--- config.mk ---
export PLATFORM = sky130hd
export DESIGN_NAME = second_chance_select
export DESIGN_NICKNAME = d
export VERILOG_FILES = /design/src/rtl/second_chance_pkg.sv /design/src/rtl/sc_priority_onehot.sv /design/src/rtl/second_chance_select.sv
export SDC_FILE = /design/constraint.sdc
export NUM_CORES = 1
export LEC_CHECK = 0
export ABC_CLOCK_PERIOD_IN_PS = 2700
export BUFFER_PORTS_ARGS = -buffer_cell sky130_fd_sc_hd__buf_2
export CAP_MARGIN = 10
export CORE_ASPECT_RATIO = 0.8
export CORE_MARGIN = 2
export CORE_UTILIZATION = 35
export CTS_BUF_LIST = sky130_fd_sc_hd__clkbuf_16
export DETAILED_ROUTE_END_ITERATION = 16
export PLACE_DENSITY_LB_ADDON = 0.25
export RECOVER_POWER = 50
export SYNTH_ARGS = -nofsm -noshare
export SYNTH_HDL_FRONTEND = slang
export SYNTH_SLANG_ARGS = --single-unit
export TNS_END_PERCENT = 20
--- constraint.sdc ---
create_clock -name clk -period 2.7 [get_ports clk]
set_clock_uncertainty 0.2 [all_clocks]
set_input_delay 0.135 -clock clk [delete_from_list [all_inputs] [get_ports clk]]
set_output_delay 0.135 -clock clk [all_outputs]
set_load 0.01 [all_outputs]
--- src/rtl/second_chance_pkg.sv ---
// Shared types and one-hot helpers for the second-chance slot selector.
package second_chance_pkg;

  // Helpers work on a fixed wide vector; callers size-cast to their slot count.
  localparam int MAX_N = 256;

  typedef enum logic [1:0] {
    IDLE    = 2'd0,
    COMPARE = 2'd1,
    SWEEP   = 2'd2,
    DONE    = 2'd3
  } sc_state_e;

  function automatic logic [MAX_N-1:0] onehot_lowest(input logic [MAX_N-1:0] v);
    return v & (~v + 1'b1);
  endfunction

  function automatic logic [MAX_N-1:0] index_to_onehot(input int unsigned idx,
                                                       input int unsigned n);
    logic [MAX_N-1:0] r;
    r = '0;
    if (idx < n) r = MAX_N'(1) << idx;
    return r;
  endfunction

endpackage

--- src/rtl/sc_priority_onehot.sv ---
// Lowest-index-wins one-hot picker with an "any set" flag.
module sc_priority_onehot
  import second_chance_pkg::*;
#(
  parameter int WIDTH = 4
) (
  input  logic [WIDTH-1:0] vec,
  output logic [WIDTH-1:0] onehot,
  output logic             any
);

  assign onehot = WIDTH'(onehot_lowest(MAX_N'(vec)));
  assign any    = |vec;

endmodule

--- src/rtl/second_chance_select.sv ---
// Hit / free-slot / clock-hand victim selection driving the bucket mux one-hot select.
module second_chance_select
  import second_chance_pkg::*;
#(
  parameter int KEY_WIDTH   = 32,
  parameter int BUCKET_SIZE = 1,
  parameter int DATA_LINES  = 4
) (
  input  logic                                                  clk,
  input  logic                                                  rst_n,
  input  logic                                                  in_valid,
  output logic                                                  in_ready,
  input  logic [KEY_WIDTH-1:0]                                  in_key,
  input  logic [DATA_LINES-1:0][BUCKET_SIZE-1:0][KEY_WIDTH-1:0] in_slot_key,
  input  logic [DATA_LINES-1:0][BUCKET_SIZE-1:0]                in_slot_valid,
  input  logic [DATA_LINES-1:0][BUCKET_SIZE-1:0]                in_slot_ref,
  output logic                                                  out_valid,
  input  logic                                                  out_ready,
  output logic [DATA_LINES-1:0][BUCKET_SIZE-1:0]                out_sel,
  output logic                                                  out_hit,
  output logic                                                  out_evict,
  output logic [DATA_LINES-1:0][BUCKET_SIZE-1:0]                out_ref_clear
);

  localparam int N      = DATA_LINES * BUCKET_SIZE;
  localparam int HAND_W = (N > 1) ? $clog2(N) : 1;

  sc_state_e state, state_d;
  logic [HAND_W-1:0] hand, hand_d, hand_inc;

  // Packed [line][bucket] layout flattens to bit k = line*BUCKET_SIZE + bucket.
  logic [KEY_WIDTH-1:0]        key_q;
  logic [N-1:0][KEY_WIDTH-1:0] slot_key_q;
  logic [N-1:0]                valid_q, ref_q, ref_d;

  logic [N-1:0] match, match_oh, free_oh, hand_oh;
  logic         any_match, any_free;
  logic [N-1:0] sel_d, clr_d;
  logic         hit_d, evict_d;
  logic         accept;

  for (genvar k = 0; k < N; k++) begin : g_match
    assign match[k] = valid_q[k] && (slot_key_q[k] == key_q);
  end

  sc_priority_onehot #(.WIDTH(N)) u_match_pick (
    .vec    (match),
    .onehot (match_oh),
    .any    (any_match)
  );

  sc_priority_onehot #(.WIDTH(N)) u_free_pick (
    .vec    (~valid_q),
    .onehot (free_oh),
    .any    (any_free)
  );

  // N need not be a power of two, so wrap explicitly instead of relying on overflow.
  assign hand_inc  = (hand == HAND_W'(N - 1)) ? '0 : hand + 1'b1;
  assign hand_oh   = N'(index_to_onehot(32'(hand), N));
  assign in_ready  = (state == IDLE);
  assign out_valid = (state == DONE);
  assign accept    = in_ready && in_valid;

  always_comb begin
    state_d = state;
    hand_d  = hand;
    ref_d   = ref_q;
    sel_d   = out_sel;
    hit_d   = out_hit;
    evict_d = out_evict;
    clr_d   = out_ref_clear;
    case (state)
      IDLE: begin
        if (in_valid) begin
          clr_d   = '0;
          state_d = COMPARE;
        end
      end
      COMPARE: begin
        hit_d   = 1'b0;
        evict_d = 1'b0;
        if (any_match) begin
          sel_d   = match_oh;
          hit_d   = 1'b1;
          state_d = DONE;
        end else if (any_free) begin
          sel_d   = free_oh;
          state_d = DONE;
        end else begin
          state_d = SWEEP;
        end
      end
      SWEEP: begin
        hand_d = hand_inc;
        if (ref_q[hand]) begin
          ref_d[hand] = 1'b0;
          clr_d[hand] = 1'b1;
        end else begin
          sel_d   = hand_oh;
          evict_d = 1'b1;
          state_d = DONE;
        end
      end
      DONE: begin
        if (out_ready) state_d = IDLE;
      end
      default: state_d = IDLE;
    endcase
  end

  always_ff @(posedge clk or negedge rst_n) begin
    if (!rst_n) begin
      state         <= IDLE;
      hand          <= '0;
      out_sel       <= '0;
      out_hit       <= 1'b0;
      out_evict     <= 1'b0;
      out_ref_clear <= '0;
      key_q         <= '0;
      slot_key_q    <= '0;
      valid_q       <= '0;
      ref_q         <= '0;
    end else begin
      state         <= state_d;
      hand          <= hand_d;
      out_sel       <= sel_d;
      out_hit       <= hit_d;
      out_evict     <= evict_d;
      out_ref_clear <= clr_d;
      if (accept) begin
        key_q      <= in_key;
        slot_key_q <= in_slot_key;
        valid_q    <= in_slot_valid;
        ref_q      <= in_slot_ref;
      end else begin
        ref_q      <= ref_d;
      end
    end
  end

endmodule

Yosys cells after proc, flatten, opt, wreduce, memory -nomap -nowiden:

Index checks and enable logic that the tools add are counted.

* logic and storage cells: 88
* register bits: 182
* bits of input ports: 172

* eq/ne operators: 13
* reduce and logical (&&, ||, !) cells: 18
* order comparisons: 2
* shift operators: 1
* mux-type cells: 24
* add/sub/neg operators: 3
* bitwise gates (word level): 8

Operator list (number)
* $eq A32 B32 Y1: 4
* $mux W4: 8
* $not A4 Y4: 4
* $pmux W4 S2: 2
* $and A4 B4 Y4: 3
* $reduce_and A3 Y1: 3
* $add A4 B1 Y4 const B: 2
* $mux W2: 4
* $pmux W2 S4: 1
* $reduce_bool A2 Y1: 4
* $reduce_or A4 Y1: 2
* $eq A2 B2 Y1 const B: 3
* $logic_and A1 B1 Y1: 6
* $mux W1: 6
* $ne A2 B2 Y1 const B: 3
* $or A4 B4 Y4: 1
* $reduce_and A2 Y1: 2
* $shl A1 B2 Y4 const A: 1
* $lt A2 B3 Y1 const B: 1
* $ne A3 B3 Y1 const B: 1
* $add A2 B1 Y2 const B: 1
* $bmux W1 S2: 1
* $demux W1 S2: 1
* $eq A2 B1 Y1 const B: 1
* other kinds (4): 4

Depth between registers and ports, before layout:

Gate-level depths: netlist (run 1).

* depth in word-level cells: 9
* depth in mapped cells: 8
* depth with buffers taken out: 8

Cells and area by module:

From an unflattened synthesis (run 1), not the netlist that was laid out.

* cell total of the unflattened synthesis: 667
* area total of the unflattened synthesis: 8682.1 µm²

By module, submodules not included
* second_chance_select: area an instance 8602.0 µm², times used 1, cells each 657, sequential area each 4554.4 µm²
* sc_priority_onehot: area an instance 40.0 µm², times used 2, cells each 5, sequential area each 0.0 µm²

Least setup slack after synthesis (run 1):

Ideal clock, no wire load.

* path kind: flip-flop to flip-flop
* from: reg key_q[17]
* to: reg out_sel[0] (netlist bit)
* path buffers: 1
* path slack: 0.486 ns
* setup time: 0.128 ns
* stages on the path, launching flop included: 9
* clock period less this slack: 2.214 ns
* arrival time: 1.886 ns
* data required time: 2.372 ns
* path through: dfrtp_1 > buf_6 > xor2_1 > nor4_1 > nand4_1 > or3_4 > nand4_4 > o21ai_4 > mux2_1

* longest elaborated chain between the ends: 7
* elaborated cells between the ends (all ways): 16

RTL lines
* start, declared: RTL line second_chance_select.sv:32 `logic [KEY_WIDTH-1:0] key_q;`
* start signal, assigned: RTL line second_chance_select.sv:132 `key_q <= in_key;`
* $eq A32 B32 Y1: RTL line second_chance_select.sv:43 `assign match[k] = valid_q[k] && (slot_key_q[k] == key_q);`
* $logic_and A1 B1 Y1: RTL line second_chance_select.sv:43
* $not A4 Y4: RTL line second_chance_pkg.sv:15 `return v & (~v + 1'b1);`
* $add A4 B1 Y4: RTL line second_chance_pkg.sv:15
* $and A4 B4 Y4: RTL line second_chance_pkg.sv:15
* $mux W4: RTL line second_chance_select.sv:83 `if (any_match) begin`
* $pmux W4 S2: RTL line second_chance_select.sv:73 `case (state)`
* end signal, assigned: RTL line second_chance_select.sv:127 `out_sel <= sel_d;`
* end, declared: RTL line second_chance_select.sv:19 `output logic [DATA_LINES-1:0][BUCKET_SIZE-1:0] out_sel,`

Several ways; a longest one is shown, not always the timed one.
A chain may end at the register's enable or synchronous reset.

Worst setup path in the final report (run 1):

* from: reg key_q[25]
* to: reg out_sel[3] (netlist bit)

Same word-level chain as after synthesis.

==> impl_summary.log, run 1 <==
INFO  metric run_status = complete, but fails checks
INFO  metric violations_in_the_final_reports = capacitance limit, slew limit
INFO  metric switching_share = 41.35%
INFO  metric crit_path_start_kind = flop
INFO  metric port_buffers = 183
INFO  metric share_seq_of_total_power = 44.2%
INFO  metric grt_setup_unrepaired = false
INFO  metric finish.utilization = 49.67%
INFO  metric drt_iter0_markers = 514
INFO  metric dp.final_hpwl = 21080 um
INFO  metric r2r_end = out_sel[3]
INFO  metric antenna_violations_before_repair = 0
INFO  metric grt_max_degree = 98
INFO  metric synth-edff-count = 0
INFO  metric ys_seq_area_share = 51.84%
INFO  metric detailed_routing_iterations_pass_1 = 4
INFO  metric power_density = 1039 nW/um^2
INFO  metric cp_data_arrival_time = 2650 ps
INFO  metric netlist_top_cells_count = sky130_fd_sc_hd__nand2_1 (507), sky130_fd_sc_hd__dfrtp_1 (182), sky130_fd_sc_hd__xor2_1 (68)
INFO  metric total_switching_power = 5.229 mW
INFO  metric finalMaxSlewViolations = 59
INFO  metric drive_gt1_share = 17.40%
INFO  metric grt.overflow.total = 0
INFO  metric min_delay_path_depth = 4
INFO  metric routedWlPerCell = 17.85 um
INFO  metric synth_cells = 1010
INFO  metric tritoncts_buffer_count = 17
INFO  metric timing.fmax = 393.8 MHz
INFO  metric post-layout-total-power = 12.65 mW
INFO  metric dieArea = 26390 um^2
INFO  metric timing_worst_setup_path_type = reg -> reg
INFO  metric ctsLongestPathBuffers = 2
INFO  metric postSynthNetCount = 1190
INFO  metric worstSkewPairLatency = 440 ps
INFO  metric async_reset_ff_share = 100.0%
INFO  metric crit-reg2reg-launch = key_q[25]
INFO  metric route.met2.wl = 12640 um
INFO  metric synth.yosys.warnings = 0
INFO  metric intPower = 7.417 mW
INFO  metric fillCellCount = 2309
INFO  metric antenna_cells_inserted = 0
INFO  metric route.vias.total = 7723
INFO  metric final_period_minus_worst_setup_slack = 2539 ps
INFO  metric report.final.setup_viol = 0
INFO  metric clkSlewWorstSetupHoldPaths = 70 ps
INFO  metric clk_root_buffer_cell = sky130_fd_sc_hd__clkbuf_16
INFO  metric layout-area-overhead-vs-synth = 38.54%
INFO  metric synth_flop_cell = sky130_fd_sc_hd__dfrtp_1
INFO  metric holdPathEnd = slot_key_q[27]
INFO  metric slew_at_the_pin_closest_to_its_max_slew_limit = 1575 ps
INFO  metric placedCellCount = 1456
INFO  metric hold_viol_final = 0
INFO  metric netlist.area_leader.share = 51.84%
INFO  metric power.static_leakage = 6.291 nW
INFO  metric synthesis.area_per_instance = 8.699 um^2
INFO  metric length_of_routed_met3_wiring = 1770 um
INFO  metric timing.critical_path.to_type = flop
INFO  metric layout_worst_path_cycle_share = 94.05%
INFO  metric maxCapViolCount = 1
INFO  metric synth.distinct_cells = 38
INFO  metric power.ir.vdd_worst = 525.2 uV
INFO  metric die_width = 181.1 um
INFO  metric drc = 0
INFO  metric post_layout_nonfiller_instances = 1657
INFO  metric share_clk_of_total_power = 19.8%
INFO  metric hold_path_startpoint = in_valid
INFO  metric chip_height = 145.7 um
INFO  metric number_of_cell_rows = 51
INFO  metric hold_ws = 18.97 ps
INFO  metric post-synth-top-count-cell = sky130_fd_sc_hd__nand2_1
INFO  metric totalWireLength = 29590 um
INFO  metric io_pins = 184
INFO  metric via_per_inst = 4.661
INFO  metric grt_first_pass_wirelength = 45600 um
INFO  metric synth-seq-cells = 182
INFO  metric synth_area = 8786 um^2
INFO  metric relSlewSlack = -4.975%
INFO  metric timing.critical_path.fanout_max = 5
INFO  metric routabilityCongestion = 0.8934
INFO  metric setup-tns-final = 0 ps
INFO  metric grt_util_overall = 22.95%
INFO  metric cts-htree-levels = 4
INFO  metric clock_sinks = 182
INFO  metric initial_standard_cell_utilization_of_the_core = 35.86%
INFO  metric synth_top_cell_by_area = sky130_fd_sc_hd__dfrtp_1
INFO  metric register_to_register_setup_slack = 160 ps
INFO  metric power.share.combinational = 36.0%
INFO  metric core-area = 24500 um^2
INFO  metric highest_layer = met4
INFO  metric number_of_global_route_vias_before_repair = 7757
INFO  metric critPathRequiredTime = 2810 ps
INFO  metric min_path_type = in -> reg
INFO  metric ant_nets = 0
INFO  metric synth_area_leaders = sky130_fd_sc_hd__dfrtp_1 (52%), sky130_fd_sc_hd__nand2_1 (22%), sky130_fd_sc_hd__xor2_1 (6.8%), sky130_fd_sc_hd__xnor2_1 (5.7%), sky130_fd_sc_hd__clkbuf_1 (1.8%)
INFO  metric met1_length = 14630 um
INFO  metric cts_tree = done
INFO  metric worst-r2r-cell-count = 7
INFO  metric final_net_count = 1506
[registers in the layout, indices dropped and copies added, names as in the netlist]
name	count
ref_q	4
state	2
out_hit	1
key_q	32
slot_key_q	128
out_sel	4
out_evict	1
valid_q	4
out_ref_clear	4
hand	2
[worst max-delay path by stage]
stage,from,end,slack [ps],cells past startpoint
final,key_q[25],out_sel[3],160,7
after global routing,key_q[31],out_sel[2],20,7
after CTS,key_q[17],out_sel[2],100,7
after detailed placement,key_q[17],out_sel[2],110,7
after global placement,key_q[25],out_sel[3],140,7
after floorplan,key_q[17],out_sel[0],490,8
[cells by family after synthesis]
kind of cell,share of synthesized area [%]
AND/OR/NAND/NOR,26.39
buffers and inverters,4.642
multiplexers,1.011
adder cells (fa/ha/maj),1.139
flip-flops,51.84
AO/OA/AOI/OAI,2.336
XOR/XNOR,12.65
[stage by stage]
step | setup slack, ps | instance area [um^2]
2_1_floorplan | 486.3 | 8786
3_3_place_gp | 139.2 | 9926
3_5_place_dp | 112.8 | 9926
4_1_cts | 102.9 | 12190
5_1_grt | 18.40 | 12170
6_report | 160.6 | 12170
[power groups by stage]
stage	Combinational (mW)	Sequential (mW)	Clock (mW)
final	4.56	5.58	2.50
after global routing	5.17	5.70	2.66
after CTS	4.58	5.55	2.54
after detailed placement	4.37	5.57	0
after global placement	4.35	5.57	0
after floorplan	3.74	4.64	0
[worst max-delay path, cell delays in order, from the launching register on]
cell and delay [ps]:
sky130_fd_sc_hd__dfrtp_1 520, sky130_fd_sc_hd__xor2_1 220, sky130_fd_sc_hd__nor4_1 370, sky130_fd_sc_hd__nand4_1 140, sky130_fd_sc_hd__or3_4 440, sky130_fd_sc_hd__nand4_4 100, sky130_fd_sc_hd__o21ai_4 90, sky130_fd_sc_hd__mux2_1 320
[layout by cell type, fill, tap and decap left out, types with 3 or more instances in the layout]
cell,n
sky130_fd_sc_hd__inv_1,13
sky130_fd_sc_hd__nand3_1,11
sky130_fd_sc_hd__buf_12,5
sky130_fd_sc_hd__buf_2,176
sky130_fd_sc_hd__clkbuf_16,17
sky130_fd_sc_hd__clkbuf_1,6
sky130_fd_sc_hd__o21ai_0,10
sky130_fd_sc_hd__nor4_1,15
sky130_fd_sc_hd__xnor2_1,57
sky130_fd_sc_hd__nand4_1,14
sky130_fd_sc_hd__nor2_1,11
sky130_fd_sc_hd__buf_4,4
sky130_fd_sc_hd__dlygate4sd3_1,169
sky130_fd_sc_hd__ha_1,8
sky130_fd_sc_hd__nand2_1,506
sky130_fd_sc_hd__clkinv_2,4
sky130_fd_sc_hd__inv_6,4
sky130_fd_sc_hd__a21oi_1,11
sky130_fd_sc_hd__xor2_1,68
sky130_fd_sc_hd__mux2_1,4
sky130_fd_sc_hd__clkbuf_2,4
sky130_fd_sc_hd__nor3_1,4
sky130_fd_sc_hd__dfrtp_1,182
sky130_fd_sc_hd__a21boi_0,3
[cell type report]
type | instances | area [um^2] | area share (%)
sequential | 182 | 4554 | 37.42
timing repair buffer | 365 | 2753 | 22.62
clock inverter | 15 | 151.4 | 1.244
tap | 318 | 397.9 | 3.269
clock buffer | 17 | 425.4 | 3.495
inverter | 12 | 45.04 | 0.3701
multi-input combinational | 748 | 3845 | 31.59
[repair_timing]
item,in CTS,in global routing
endpoints found under the hold margin,304,0
gates resized for setup,0,2
buffers inserted,0,0
setup endpoints to repair,0,1
hold buffers,169,0
[layer usage]
metal | vias up | global-route usage [%]
met1 | 3654 | 34.41
met2 | 265 | 33.81
met5 | - | 0
li1 | 3769 | -
met3 | 35 | 4.530
met4 | 0 | 6.016
(Power assumes the default switching activity.)
==> inputs of run 2 (changes only) <==
- ABC_CLOCK_PERIOD_IN_PS: 2700 -> 2300
- BUFFER_PORTS_ARGS: -buffer_cell sky130_fd_sc_hd__buf_2 -> not set
- DONT_BUFFER_PORTS: not set -> 1
- clock period: 2.7 -> 2.3 ns (I/O delays scaled with it)
==> run 2 against run 1 <==
Compared with the run above: the run ends with hold timing, setup timing left; maximum frequency up 5.5%; hold slack worse by 850 ps; core utilization down 1.0 points; sequential share of layout area up 0.96 points; largest cell class unchanged; highest routed layer unchanged.
==> impl_summary.log, run 2 (same netlist as run 1, synthesis figures left out) <==
INFO  metric detailed_routing_iterations_pass_1 = 4
INFO  metric totalWireLength = 28760 um
INFO  metric fillCellCount = 2281
INFO  metric largest-register = slot_key_q
INFO  metric cp_data_arrival_time = 2560 ps
INFO  metric layout-area-overhead-vs-synth = 35.69%
INFO  metric hold_ws = -829.8 ps
INFO  metric clkSlewWorstSetupHoldPaths = 90 ps
INFO  metric routabilityCongestion = 0.8962
INFO  metric critical_path.endpoint = out_sel[3]
INFO  metric dp.final_hpwl = 20330 um
INFO  metric grt_setup_unrepaired = true
INFO  metric grt.overflow.total = 0
INFO  metric via_per_inst = 4.716
INFO  metric placed_inst_area = 9231 um^2
INFO  metric slew_at_the_pin_closest_to_its_max_slew_limit = 418.5 ps
INFO  metric power.ir.vdd_worst = 664.1 uV
INFO  metric chip_height = 145.7 um
INFO  metric biggestRegsByFlops = slot_key_q (128), key_q (32)
INFO  metric grt_max_degree = 183
INFO  metric routedWlPerCell = 18.75 um
INFO  metric final_net_count = 1382
INFO  metric crit_start = key_q[2]
INFO  metric switching_share = 41.25%
INFO  metric min_path_type = in -> async
INFO  metric die_width = 181.1 um
INFO  metric clock_sinks = 182
INFO  metric total_switching_power = 6.413 mW
INFO  metric final_common_cell = sky130_fd_sc_hd__nand2_1
INFO  metric cts_tree = done
INFO  metric setup-tns-final = -414.6 ps
INFO  metric ctsLongestPathBuffers = 2
INFO  metric power.static_leakage = 5.875 nW
INFO  metric worstSkewPairLatency = 460 ps
INFO  metric flip_flop_count_of_the_largest_register_all_copies_and_words_added = 128
INFO  metric intPower = 9.135 mW
INFO  metric maxCapViolCount = 0
INFO  metric finalMaxSlewViolations = 0
INFO  metric timing.critical_path.to_type = flop
INFO  metric antenna_violations_before_repair = 0
INFO  metric timing.fmax = 415.4 MHz
INFO  metric register_to_register_setup_slack = -110 ps
INFO  metric initial_standard_cell_utilization_of_the_core = 35.86%
INFO  metric timing_worst_setup_path_type = reg -> reg
INFO  metric clk_root_buffer_cell = sky130_fd_sc_hd__clkbuf_16
INFO  metric critPathRequiredTime = 2450 ps
INFO  metric r2r_end = out_sel[3]
INFO  metric worst-r2r-cell-count = 8
INFO  metric io_pins = 184
INFO  metric drive_gt1_share = 11.28%
INFO  metric layout_worst_path_cycle_share = 104.7%
INFO  metric cts-htree-levels = 4
INFO  metric cts.hold.buffers_added = 182
INFO  metric violations_in_the_final_reports = hold timing, setup timing
INFO  metric timing.critical_path.fanout_max = 4
INFO  metric run_status = complete, but fails checks
INFO  metric hold_viol_final = 182
INFO  metric power.share.combinational = 39.1%
INFO  metric number_of_global_route_vias_before_repair = 7194
INFO  metric crit-reg2reg-launch = key_q[2]
INFO  metric crit_path_start_kind = flop
INFO  metric tritoncts_buffer_count = 17
INFO  metric dieArea = 26390 um^2
INFO  metric number_of_cell_rows = 51
INFO  metric core-area = 24500 um^2
INFO  metric power_density = 1304 nW/um^2
INFO  metric finish.instance_area = 11920 um^2
INFO  metric layout_setup_ws = -107.6 ps
INFO  metric route.vias.total = 7235
INFO  metric grt_first_pass_wirelength = 43150 um
INFO  metric drc = 0
INFO  metric layout.cells.most_common_list = sky130_fd_sc_hd__nand2_1 (506), sky130_fd_sc_hd__dlygate4sd3_1 (182), sky130_fd_sc_hd__dfrtp_1 (165), sky130_fd_sc_hd__xor2_1 (68)
INFO  metric drt_iter0_markers = 481
INFO  metric port_buffers = 0
INFO  metric ant_nets = 0
INFO  metric grt_util_overall = 22.09%
INFO  metric share_seq_of_total_power = 41.6%
INFO  metric report.final.setup_viol = 4
INFO  metric share_clk_of_total_power = 19.3%
INFO  metric final_period_minus_worst_setup_slack = 2408 ps
INFO  metric relSlewSlack = 72.10%
-- run 2: cell count changes in the layout (fill, tap and decap cells not counted), moves of 6 or more --
cell / delta
sky130_fd_sc_hd__clkinv_8: +6
sky130_fd_sc_hd__dfrtp_2: +17
sky130_fd_sc_hd__clkbuf_1: -6
sky130_fd_sc_hd__xnor2_1: -7
sky130_fd_sc_hd__dfrtp_1: -17
sky130_fd_sc_hd__buf_2: -176
sky130_fd_sc_hd__xnor2_2: +7
sky130_fd_sc_hd__buf_4: +46
sky130_fd_sc_hd__dlygate4sd3_1: +13
-- run 2: worst min-delay path by stage --
stage / endpoint / cells past startpoint
6_report: slot_key_q[10] / 0
3_3_place_gp: slot_key_q[10] / 0
4_1_cts: ref_q[1] / 0
5_1_grt: out_evict / 0
2_1_floorplan: hand[0] / 0
3_5_place_dp: slot_key_q[10] / 0
-- run 2: layer usage --
layer / vias up / wire length [um] / global-route usage [%] / share of wire [%]
met5: - / 0 / 0 / 0
met4: 0 / 510 / 6.748 / 1.8
met1: 3455 / 14340 / 32.69 / 50
met2: 227 / 12390 / 32.30 / 43
li1: 3522 / - / - / -
met3: 31 / 1527 / 4.730 / 5.3
-- run 2: metrics by stage --
stage	setup slack (ps)	utilization (%)	std cells	power [mW]	hold slack (ps)
2_1_floorplan	86.28	-	1010	9.832	-380.6
3_3_place_gp	-322.6	37.67	1305	11.75	-370.6
3_5_place_dp	-281.7	37.67	1305	11.79	-368.5
4_1_cts	-115.1	47.89	1521	15.25	-857.2
5_1_grt	-190.5	48.64	1533	16.56	-858.6
6_report	-107.6	48.65	1534	15.55	-829.8
-- run 2: cell type report --
cell class,count,area (um^2),share of cell area [%]
Sequential cell,182,4576,38.38
Multi-Input combinational cell,748,3943,33.07
Timing Repair Buffer,241,2351,19.72
Clock buffer,17,425.4,3.568
Tap cell,318,397.9,3.338
Clock inverter,15,181.4,1.522
Inverter,12,45.04,0.3778
Antenna cell,1,2.502,0.02099
-- run 2: critical path, stage by stage (launching register included) --
cell,delay (ps)
sky130_fd_sc_hd__dfrtp_2,430
sky130_fd_sc_hd__buf_4,140
sky130_fd_sc_hd__xor2_1,130
sky130_fd_sc_hd__nor4_1,330
sky130_fd_sc_hd__nand3_1,110
sky130_fd_sc_hd__or3_4,430
sky130_fd_sc_hd__nand4_4,120
sky130_fd_sc_hd__o21ai_4,90
sky130_fd_sc_hd__mux2_4,310
-- run 2: power groups by stage --
stage / logic [mW] / clock network [mW] / registers [mW]
final: 6.08 / 3.00 / 6.47
after CTS: 5.75 / 3.06 / 6.43
after global placement: 5.31 / 0 / 6.44
after detailed placement: 5.34 / 0 / 6.45
after global routing: 6.77 / 3.20 / 6.60
after floorplan: 4.38 / 0 / 5.45
-- run 2: timing repair --
item	CTS	global route
endpoints found under the hold margin	356	182
resized for setup	21	20
setup endpoints to repair	6	7
setup buffers	2	12
pin swaps	8	13
